### src/rtl/fsm_stream_pkg.sv
// Types and constants shared by the bit serializer and the one-hot "101" detector.
package fsm_stream_pkg;

  typedef enum logic {
    S_IDLE  = 1'b0,
    S_SHIFT = 1'b1
  } ser_state_t;

  // Detector one-hot state bit positions.
  localparam int unsigned A = 0;
  localparam int unsigned B = 1;
  localparam int unsigned C = 2;
  localparam int unsigned D = 3;
  localparam int unsigned DET_STATES = 4;

endpackage

### src/rtl/serial_word_hold.sv
// One-word holding register in front of the shifter; refilled while the
// current word is still being shifted so consecutive words stream gaplessly.
module serial_word_hold #(
  parameter int unsigned WIDTH = 8
) (
  input  logic             clk,
  input  logic             reset,
  input  logic [WIDTH-1:0] i_word_data,
  input  logic             i_word_valid,
  input  logic             i_drain,
  output logic             o_word_ready,
  output logic [WIDTH-1:0] o_hold_data,
  output logic             o_hold_v
);

  logic [WIDTH-1:0] r_hold_data;
  logic             r_hold_v;
  logic             w_accept;

  // Ready depends only on the registered flag and reset, never on i_word_valid.
  assign o_word_ready = ~r_hold_v & ~reset;
  assign w_accept     = i_word_valid & o_word_ready;

  always_ff @(posedge clk) begin
    if (reset) begin
      r_hold_v    <= 1'b0;
      r_hold_data <= '0;
    end else if (w_accept) begin
      r_hold_v    <= 1'b1;
      r_hold_data <= i_word_data;
    end else if (i_drain) begin
      r_hold_v    <= 1'b0;
    end
  end

  assign o_hold_data = r_hold_data;
  assign o_hold_v    = r_hold_v;

endmodule

### src/rtl/fsm_bit_serializer.sv
// Parallel-to-serial feeder for the "101" detector: one bit per transfer,
// with last_bit marking word ends and the hold register enabling reloads.
module fsm_bit_serializer
  import fsm_stream_pkg::*;
#(
  parameter int unsigned WIDTH     = 8,
  parameter bit          MSB_FIRST = 1'b1
) (
  input  logic             clk,
  input  logic             reset,
  input  logic [WIDTH-1:0] word_data,
  input  logic             word_valid,
  output logic             word_ready,
  output logic             bit_out,
  output logic             bit_valid,
  input  logic             bit_ready,
  output logic             last_bit,
  output logic             busy
);

  localparam int unsigned CNT_W = (WIDTH > 2) ? $clog2(WIDTH) : 1;
  localparam logic [CNT_W-1:0] CNT_LAST = CNT_W'(WIDTH - 1);

  ser_state_t       r_state;
  ser_state_t       w_next_state;
  logic [WIDTH-1:0] r_sh;
  logic [CNT_W-1:0] r_cnt;
  logic [WIDTH-1:0] w_hold_data;
  logic             w_hold_v;
  logic             w_xfer;
  logic             w_last;
  logic             w_load;

  serial_word_hold #(.WIDTH(WIDTH)) u_hold (
    .clk          (clk),
    .reset        (reset),
    .i_word_data  (word_data),
    .i_word_valid (word_valid),
    .i_drain      (w_load),
    .o_word_ready (word_ready),
    .o_hold_data  (w_hold_data),
    .o_hold_v     (w_hold_v)
  );

  assign w_xfer = (r_state == S_SHIFT) & bit_ready;
  assign w_last = (r_cnt == CNT_LAST);
  // Load from idle, or reload straight after the final bit for gapless streaming.
  assign w_load = ((r_state == S_IDLE) & w_hold_v) | (w_xfer & w_last & w_hold_v);

  always_ff @(posedge clk) begin
    if (reset) r_state <= S_IDLE;
    else       r_state <= w_next_state;
  end

  always_comb begin
    w_next_state = r_state;
    case (r_state)
      S_IDLE:  if (w_hold_v) w_next_state = S_SHIFT;
      S_SHIFT: if (w_xfer && w_last && !w_hold_v) w_next_state = S_IDLE;
      default: w_next_state = S_IDLE;
    endcase
  end

  always_comb begin
    bit_valid = 1'b0;
    bit_out   = 1'b0;
    last_bit  = 1'b0;
    if (r_state == S_SHIFT) begin
      bit_valid = 1'b1;
      bit_out   = MSB_FIRST ? r_sh[WIDTH-1] : r_sh[0];
      last_bit  = w_last;
    end
  end

  assign busy = (r_state == S_SHIFT) | w_hold_v;

  // Shifter moves toward the output end with zero fill.
  always_ff @(posedge clk) begin
    if (reset) begin
      r_sh  <= '0;
      r_cnt <= '0;
    end else if (w_load) begin
      r_sh  <= w_hold_data;
      r_cnt <= '0;
    end else if (w_xfer && !w_last) begin
      r_sh  <= MSB_FIRST ? {r_sh[WIDTH-2:0], 1'b0} : {1'b0, r_sh[WIDTH-1:1]};
      r_cnt <= r_cnt + CNT_W'(1);
    end
  end

endmodule

### config.mk
export PLATFORM = sky130hd
export DESIGN_NAME = fsm_bit_serializer
export DESIGN_NICKNAME = d
export VERILOG_FILES = /design/src/rtl/fsm_stream_pkg.sv /design/src/rtl/serial_word_hold.sv /design/src/rtl/fsm_bit_serializer.sv
export SDC_FILE = /design/constraint.sdc
export NUM_CORES = 1
export LEC_CHECK = 0
export BUFFER_PORTS_ARGS = -buffer_cell sky130_fd_sc_hd__buf_2
export CORE_UTILIZATION = 52
export DETAILED_ROUTE_END_ITERATION = 12
export PLACE_DENSITY = 0.87
export SLEW_MARGIN = 15
export SYNTH_ARGS = -nofsm -noshare
export SYNTH_HDL_FRONTEND = slang
export SYNTH_SLANG_ARGS = --single-unit
### constraint.sdc
create_clock -name clk -period 1.85 [get_ports clk]
set_input_delay 0.37 -clock clk [delete_from_list [all_inputs] [get_ports clk]]
set_output_delay 0.37 -clock clk [all_outputs]
set_load 0.005 [all_outputs]
**After elaboration in Yosys (flattened, before gate mapping)**

Index checks and enable logic that the tools add are counted.

- Reduce and logical (&&, ||, !) cells: 8
- Divide/modulo/power cells: 0
- Add/subtract/negate cells: 1
- Magnitude comparators: 0
- Bitwise operators: 11
- $mul: 0
- Eq/ne operators: 1
- Shift operators: 0
- Muxes and demuxes: 10

Operators with widths:

| kind | number |
|---|---|
| 8-bit 2-to-1 mux | 2 |
| 1-bit 2-to-1 mux | 7 |
| 1-bit bitwise AND | 6 |
| 2-bit nonzero test | 2 |
| 3-bit by 1-bit adder with 3-bit output (second input constant) | 1 |
| 3-bit equality test (second input constant) | 1 |
| 1-bit logical AND | 3 |
| 1-bit inverter | 3 |
| 1-bit zero test | 2 |
| 1-bit bitwise OR | 2 |
| 1-bit case mux with 2 select lines | 1 |
| 2-bit OR reduction | 1 |

- RAM bits: 0
- Bits in latches: 0
- Register bits: 21
- Input bits: 12
- Memory bits (read-only): 0
- Memories kept: 0
- Output and inout port bits: 5

**Depth between registers and ports, before layout**

Gate-level depths: netlist of the first run.

- Word-level depth: 6
- Gate-level depth with buffers: 6

**Cells and area by module**

A second synthesis of the first run with hierarchy kept.

- Cell total of the unflattened synthesis: 96
- Area, all modules: 997.2 um^2

By module, submodules not included:

| module | seq. area each (um^2) | instances | cells each | area each (um^2) |
|---|---|---|---|---|
| fsm_bit_serializer | 240.2 | 1 | 56 | 594.3 |
| serial_word_hold | 180.2 | 1 | 40 | 402.9 |

**Worst setup path after synthesis of the first run**

No wires, ideal clock.

- Kind: register to register
- Start point: reg r_cnt[0]
- End point: reg r_sh[2]
- Library setup time: 0.086 ns
- Cell stages (with the launch flop): 7
- Data required time: 1.764 ns
- Path buffers: 1
- Arrival time: 1.397 ns
- Setup slack: 0.368 ns
- Cells stage by stage: dfxtp_1 > ha_1 > ha_1 > nand3b_2 > buf_6 > mux2i_1 > a211oi_1

- Cells in the longest elaborated chain, start to end: 5

RTL lines:

| element | line | source |
|---|---|---|
| start: declaration | fsm_bit_serializer.sv:27 | `logic [CNT_W-1:0] r_cnt;` |
| start signal: assignment | fsm_bit_serializer.sv:87 | `r_cnt <= r_cnt + CNT_W'(1);` |
| 3-bit equality test (*) | fsm_bit_serializer.sv:46 | `assign w_last = (r_cnt == CNT_LAST);` |
| 1-bit bitwise AND (2 in series) | fsm_bit_serializer.sv:48 | `assign w_load = ((r_state == S_IDLE) & w_hold_v) \| (w_xfer & w_last & w_hold_v);` |
| 1-bit bitwise OR | fsm_bit_serializer.sv:48 |  |
| 8-bit 2-to-1 mux or 2-bit nonzero test (tied branches) | - |  |
| end signal: assignment | fsm_bit_serializer.sv:83 | `r_sh <= w_hold_data;` |
| end signal: assignment | fsm_bit_serializer.sv:86 | `r_sh <= MSB_FIRST ? {r_sh[WIDTH-2:0], 1'b0} : {1'b0, r_sh[WIDTH-1:1]};` |
| end: declaration | fsm_bit_serializer.sv:26 | `logic [WIDTH-1:0] r_sh;` |

Every way passes the cells marked *; elsewhere a longest branch is shown, timed or not.
A chain may end at the register's enable or synchronous reset.

**Final worst setup path of the first run**

- Start point: reg r_cnt[0]
- End point: out last_bit

- Cells in the longest elaborated chain, start to end: 2

RTL lines:

| element | line | source |
|---|---|---|
| 3-bit equality test | fsm_bit_serializer.sv:46 |  |
| 1-bit 2-to-1 mux | fsm_bit_serializer.sv:68 | `if (r_state == S_SHIFT) begin` |
| end: declaration | fsm_bit_serializer.sv:17 | `output logic last_bit,` |

No other way between the ends.

==> results of run 1 <==
==> routing by layer <==
metal / part of all wire, % / routed length (um) / global-route usage, % / vias to the layer above
met5: 0 / 0 / 0 / -
met4: 1.7 / 27 / 9.09 / 0
met3: 2.7 / 44 / 2.55 / 2
met2: 48 / 772 / 30.7 / 16
met1: 48 / 768 / 26.4 / 307
li1: - / - / - / 346
==> worst register-to-register path, delay by kind of cell, from the launching register on <==
| kind | cells | cell delay (ns) |
|---|---|---|
| adders and majority gates | 2 | 0.42 |
| DFF | 1 | 0.35 |
| and+or+nand+nor | 1 | 0.28 |
| AOI/OAI and AO/OA | 1 | 0.26 |
| muxes | 1 | 0.18 |
==> power by group through the flow <==
stage                     clock, uW  sequential, uW  combinational (uW)
after floorplan                   0             510                94.0
after global placement            0             513                 125
after detailed placement          0             516                 130
after CTS                       226             506                 131
after global routing            249             512                 144
final                           222             506                 131
==> final timing paths <==
| kind | from | to | cells after the start | slack (ns) |
|---|---|---|---|---|
| max | r_cnt[0] | last_bit | 4 | 0.13 |
| min | word_data[7] | u_hold.o_hold_data[7] | 3 | 0.28 |
| max reg2reg | r_cnt[0] | r_sh[2] | 5 | 0.27 |
| min reg2reg | u_hold.o_hold_data[0] | r_sh[0] | 2 | 0.50 |
==> through the flow <==
step | worst slack [ns] | cells | area [um2] | hold WS, ns
floorplan | 0.368 | 87 | 885 | 0.443
global placement | 0.220 | 117 | 976 | 0.461
detailed placement | 0.0786 | 117 | 976 | 0.485
CTS | 0.0566 | 121 | 1000 | 0.283
global route | 0.0451 | 121 | 1010 | 0.270
finish | 0.126 | 121 | 1010 | 0.282
==> final cells by class <==
cell class	count	area (um2)
clock buffers	3	22.5
clock inverters	1	5.00
fillers	135	529
inverters	1	3.75
multi-input cells	61	445
flip-flops and latches	21	420
well taps	16	20.0
repair buffers	18	95.1
==> state kept, by name, indices dropped and copies added, names as in the netlist <==
name	flops
r_sh	8
u_hold.o_hold_data	8
u_hold.o_hold_v	1
r_cnt	3
r_state	1
==> cells in the final DEF, fill, tap and decap left out, drive strengths merged <==
| cell type | Yosys | final |
|---|---|---|
| clkinv | 1 | 2 |
| and2 | 2 | 2 |
| buf | 2 | 18 |
| dfxtp | 21 | 21 |
| nor2 | 11 | 11 |
| nor3 | 11 | 11 |
| a21bo | 1 | 1 |
| nand3 | 1 | 1 |
| nor2b | 1 | 1 |
| or2 | 1 | 1 |
| nand2 | 1 | 1 |
| nand3b | 1 | 1 |
| a211oi | 7 | 7 |
| a21oi | 2 | 2 |
| a21boi | 1 | 1 |
| o211ai | 1 | 1 |
| ha | 2 | 2 |
| xor2 | 1 | 1 |
| mux2i | 17 | 17 |
| clkbuf | 2 | 3 |
==> cells by family (layout without fill, tap and decap cells) <==
family                     Yosys count  count (layout)  share of synthesized area [%]
AOI/OAI and AO/OA                   12              12                           10.3
xor gates and xnor gates             1               1                          0.990
and+or+nand+nor                     29              29                           16.0
muxes                               17              17                           19.2
adders and majority gates            2               2                           2.83
DFF                                 21              21                           47.5
buffers and inverters                5              23                           3.11
==> timing repair <==
action	in CTS	in global routing
hold endpoints to repair	0	0
gates resized for setup	0	1
endpoints found under the setup margin	0	6
hold buffers	0	0
==> results.yml, run 1 <==
status:
  outcome: "finished, final reports clean"
detailed_routing:
  avgRoutedWirePerCell_um: 13.3
  vias: 671
  drt.antenna.violating_nets: 0
  drt_iter0_drc: 13
  routed_via_density: 5.55
  drc: 0
  drtPass1Iterations: 4
  drt-total-wl_um: 1610
clock_tree:
  htreeDepth: 1
  cts_sinks: 21
  numCtsBuffers: 3
  post-cts-setup-buffers: 0
  clkTransAtPathRegs_ns: 0.12
  cts_max_path_buffers: 2
  clockRootBuffer: "clkbuf_4"
  clk_latency_ns: 0.31
  tritoncts: "built"
placement:
  dpl.hpwl_um: 1140
  port_buffers: 16
  gp_congestion: 0.768
synthesis:
  synth_async_sr_flop_share_pct: 0
  synth.most_common_cell: "dfxtp_1"
  yosys.area.top_type: "dfxtp_1"
  synth-warning-count: 0
  ys_seq_area_share_pct: 47.5
  synth_top_area_share_pct: 47.5
  synth.distinct_cells: 21
  synth_nets: 101
  synthFlopType: "dfxtp_1"
  syn-mean-instance-area_um2: 10.2
  synth-seq-cells: 21
  synth_area_leaders: "dfxtp_1, mux2i_1, nor3_1"
  synth-edff-count: 0
  syn_inst: 87
  syn-cell-area_um2: 885
  synthTopCellsByCount: "dfxtp_1, mux2i_1, nor2_1, nor3_1, a211oi_1"
critical_path:
  crit_fanout: 4
  crit_path_end_kind: "primary output"
  critical_path.slowest_cell: "dfxtp_1"
  cp.required_ns: 1.48
  arrival_ns: 1.35
  path_delay_family: "adder cells"
  critPathKind: "flip-flop to primary output"
  max_stage_delay_ns: 0.35
  critPathBufInv: 1
  crit_top_cell: "ha_1"
  path_cells: "ha_1, ha_1, and2_1, buf_2"
  startpoint_type: "flip-flop"
power_and_ir_drop:
  sw_frac_of_total_pct: 26.9
  comb_power_share_pct: 15.2
  power_uw: 859
  seqPwrFrac_pct: 58.9
  p_leak_uw: 0.000497
  power_density_nw_per_um2: 849
  p_int_uw: 628
  vdd_drop_max_uv: 616
  p_clk_share_pct: 25.8
  power.net_switching_uw: 231
global_routing:
  grt_usage_pct: 19.6
  grt_overflow: 0
  grt_max_degree: 22
  antenna_found_initial: 0
  grt_pass1_vias: 610
  grt_pass1_wl_um: 2710
timing:
  timing.final.crit_period_ns: 1.72
  relSlewSlack_pct: 72.8
  drv_slew: 0
  worst_pin_slew_ns: 0.405
  finalSetupViolations: 0
  rsz0062_at_grt: "no"
  fin_crit_sh_pct: 93.2
  tns_ns: 0
  finalHoldViolCount: 0
  max_freq_mhz: 580
  timing.clock.skew_ns: 0.0100
cells_and_area:
  fin_nets: 120
  n_antenna_cell: 0
  drive_gt1_share_pct: 24.8
  areaGrowthSynthToFinish_pct: 14.4
  post-route-util_pct: 65.7
floorplan:
  ios: 17
  die_h_um: 43.2
  core_um2: 1540
  start_util_pct: 57.4
  die-area_um2: 1870
  die_w_um: 43.2
  rows: 14
job:
  drv_cap: 0
worst_hold_path:
  hold_class: "primary input to flip-flop"
No activity file was read; power rests on OpenSTA's default activity.
==> run 2, diff against run 1 <==
CORE_ASPECT_RATIO = 1.2   (was unset)
CORE_UTILIZATION = 56   (was 52)
MAX_ROUTING_LAYER = met4   (was unset)
PLACE_DENSITY = 0.92   (was 0.87)
clock period = 2.2 ns   (was 1.85 ns; I/O delays follow)
==> run 2 against run 1 <==
  * Cell area down 0.74%
  * Power down 16%
  * Count of clock-buffer cells in the layout unchanged
  * Largest power group unchanged
  * Critical endpoint unchanged
  * Clock skew shrank 0.0017 ns
  * Global-route usage increased by 2.2 points
  * Cell count grew 0.83%
  * Core utilization is 3.0 points higher
  * Sequential cell count unchanged
==> results.yml, run 2 (same netlist as run 1, synthesis figures left out) <==
power_and_ir_drop:
  p_int_uw: 528
  p_clk_share_pct: 26.3
  comb_power_share_pct: 15.1
  p_leak_uw: 0.000481
  power_uw: 724
  power_density_nw_per_um2: 721
  sw_frac_of_total_pct: 27.1
  seqPwrFrac_pct: 58.7
  power.net_switching_uw: 197
  vdd_drop_max_uv: 547
floorplan:
  ios: 17
  start_util_pct: 60.4
  die-area_um2: 1740
  die_h_um: 45.5
  core_um2: 1460
  die_w_um: 38.3
  rows: 15
critical_path:
  rr_endpoint: "r_sh[1]"
  crit_fanout: 4
  critPathKind: "flip-flop to primary output"
  crit_top_cell: "ha_1"
  crit_path_end_kind: "primary output"
  startpoint_type: "flip-flop"
  r2r_start: "r_cnt[0]"
  r2r_cells: 5
  cp.required_ns: 1.76
  max_stage_delay_ns: 0.34
  arrival_ns: 1.34
  critical_path.slowest_cell: "dfxtp_1"
  path_cells: "ha_1, ha_1, and2_1, buf_2"
  r2r_slack_ns: 0.49
placement:
  port_buffers: 16
  gp_congestion: 0.729
  dpl.hpwl_um: 1130
timing:
  max_freq_mhz: 561
  timing.final.crit_period_ns: 1.78
  worst_pin_slew_ns: 0.441
  finalHoldViolCount: 0
  timing.clock.skew_ns: 0.00836
  tns_ns: 0
  rsz0062_at_grt: "no"
  finalSetupViolations: 0
  relSlewSlack_pct: 70.5
  drv_slew: 0
  fin_crit_sh_pct: 81.1
cells_and_area:
  n_antenna_cell: 0
  drive_gt1_share_pct: 24.8
  final_common_cell: "dfxtp_1"
  areaGrowthSynthToFinish_pct: 13.6
  fin_nets: 120
  final_cell_mix: "dfxtp_1, mux2i_1, buf_2"
  post-route-util_pct: 68.6
global_routing:
  grt_pass1_vias: 578
  grt_max_degree: 22
  grt_overflow: 0
  grt_usage_pct: 21.8
  antenna_found_initial: 0
  grt_pass1_wl_um: 2510
clock_tree:
  numCtsBuffers: 3
  post-cts-setup-buffers: 0
  cts_sinks: 21
  clk_latency_ns: 0.31
  tritoncts: "built"
  cts_hold_buf: 0
  ctsResizeCount: 0
  clockRootBuffer: "clkbuf_4"
  htreeDepth: 1
  clkTransAtPathRegs_ns: 0.12
  cts_max_path_buffers: 2
worst_hold_path:
  hold_class: "primary input to flip-flop"
  holdPathStages: 3
  hp-start: "word_data[3]"
  hold_path_end: "u_hold.o_hold_data[3]"
detailed_routing:
  drt-total-wl_um: 1640
  drt_iter0_drc: 12
  avgRoutedWirePerCell_um: 13.4
  vias: 703
  drtPass1Iterations: 4
  drc: 0
  drt.antenna.violating_nets: 0
  routed_via_density: 5.76
job:
  drv_cap: 0
status:
  outcome: "finished, final reports clean"
==> run 2: metrics by stage <==
stage / area (um2) / std cells / setup WS (ns) / hold slack, ns
5_1_grt: 1000 / 122 / 0.353 / 0.345
6_report: 1000 / 122 / 0.416 / 0.351
3_5_place_dp: 977 / 118 / 0.482 / 0.462
2_1_floorplan: 885 / 87 / 0.718 / 0.443
3_3_place_gp: 977 / 118 / 0.563 / 0.464
4_1_cts: 1000 / 122 / 0.411 / 0.354
==> run 2: how the worst max path moves through the flow <==
stage,from,slack [ns],endpoint,cells after the start
floorplan,r_cnt[0],0.72,r_sh[2],6
global placement,r_cnt[0],0.56,r_sh[2],5
detailed placement,r_cnt[0],0.48,r_sh[7],5
CTS,r_cnt[0],0.41,last_bit,4
global route,r_cnt[0],0.35,last_bit,4
finish,r_cnt[0],0.42,last_bit,4
==> run 2: area by class of cell <==
class | count | area, um2
clock buffers | 3 | 22.5
clock inverters | 1 | 5.00
fillers | 114 | 459
inverters | 1 | 3.75
multi-input cells | 61 | 437
flip-flops and latches | 21 | 420
well taps | 17 | 21.3
repair buffers | 18 | 95.1
==> run 2: critical path: cells and delay by family, from the launching register on <==
kind / cells / cell delay, ns
flip-flops: 1 / 0.34
AND/OR/NAND/NOR: 1 / 0.16
adder cells (fa/ha/maj): 2 / 0.42
buffers and inverters: 1 / 0.12
==> run 2: power groups by stage <==
| stage | Clock [uW] | Combinational [uW] | Sequential, uW |
|---|---|---|---|
| finish | 190 | 109 | 425 |
| global route | 205 | 121 | 429 |
| CTS | 192 | 110 | 425 |
| detailed placement | 0 | 109 | 433 |
| global placement | 0 | 105 | 431 |
| floorplan | 0 | 79.1 | 429 |
==> run 2: layer usage <==
| metal | global-route usage, % | vias up | part of all wire, % |
|---|---|---|---|
| li1 | - | 348 | - |
| met1 | 27.5 | 332 | 47 |
| met2 | 30.8 | 18 | 46 |
| met3 | 4.41 | 5 | 3.6 |
| met4 | 15.0 | 0 | 2.8 |
| met5 | - | - | 0 |
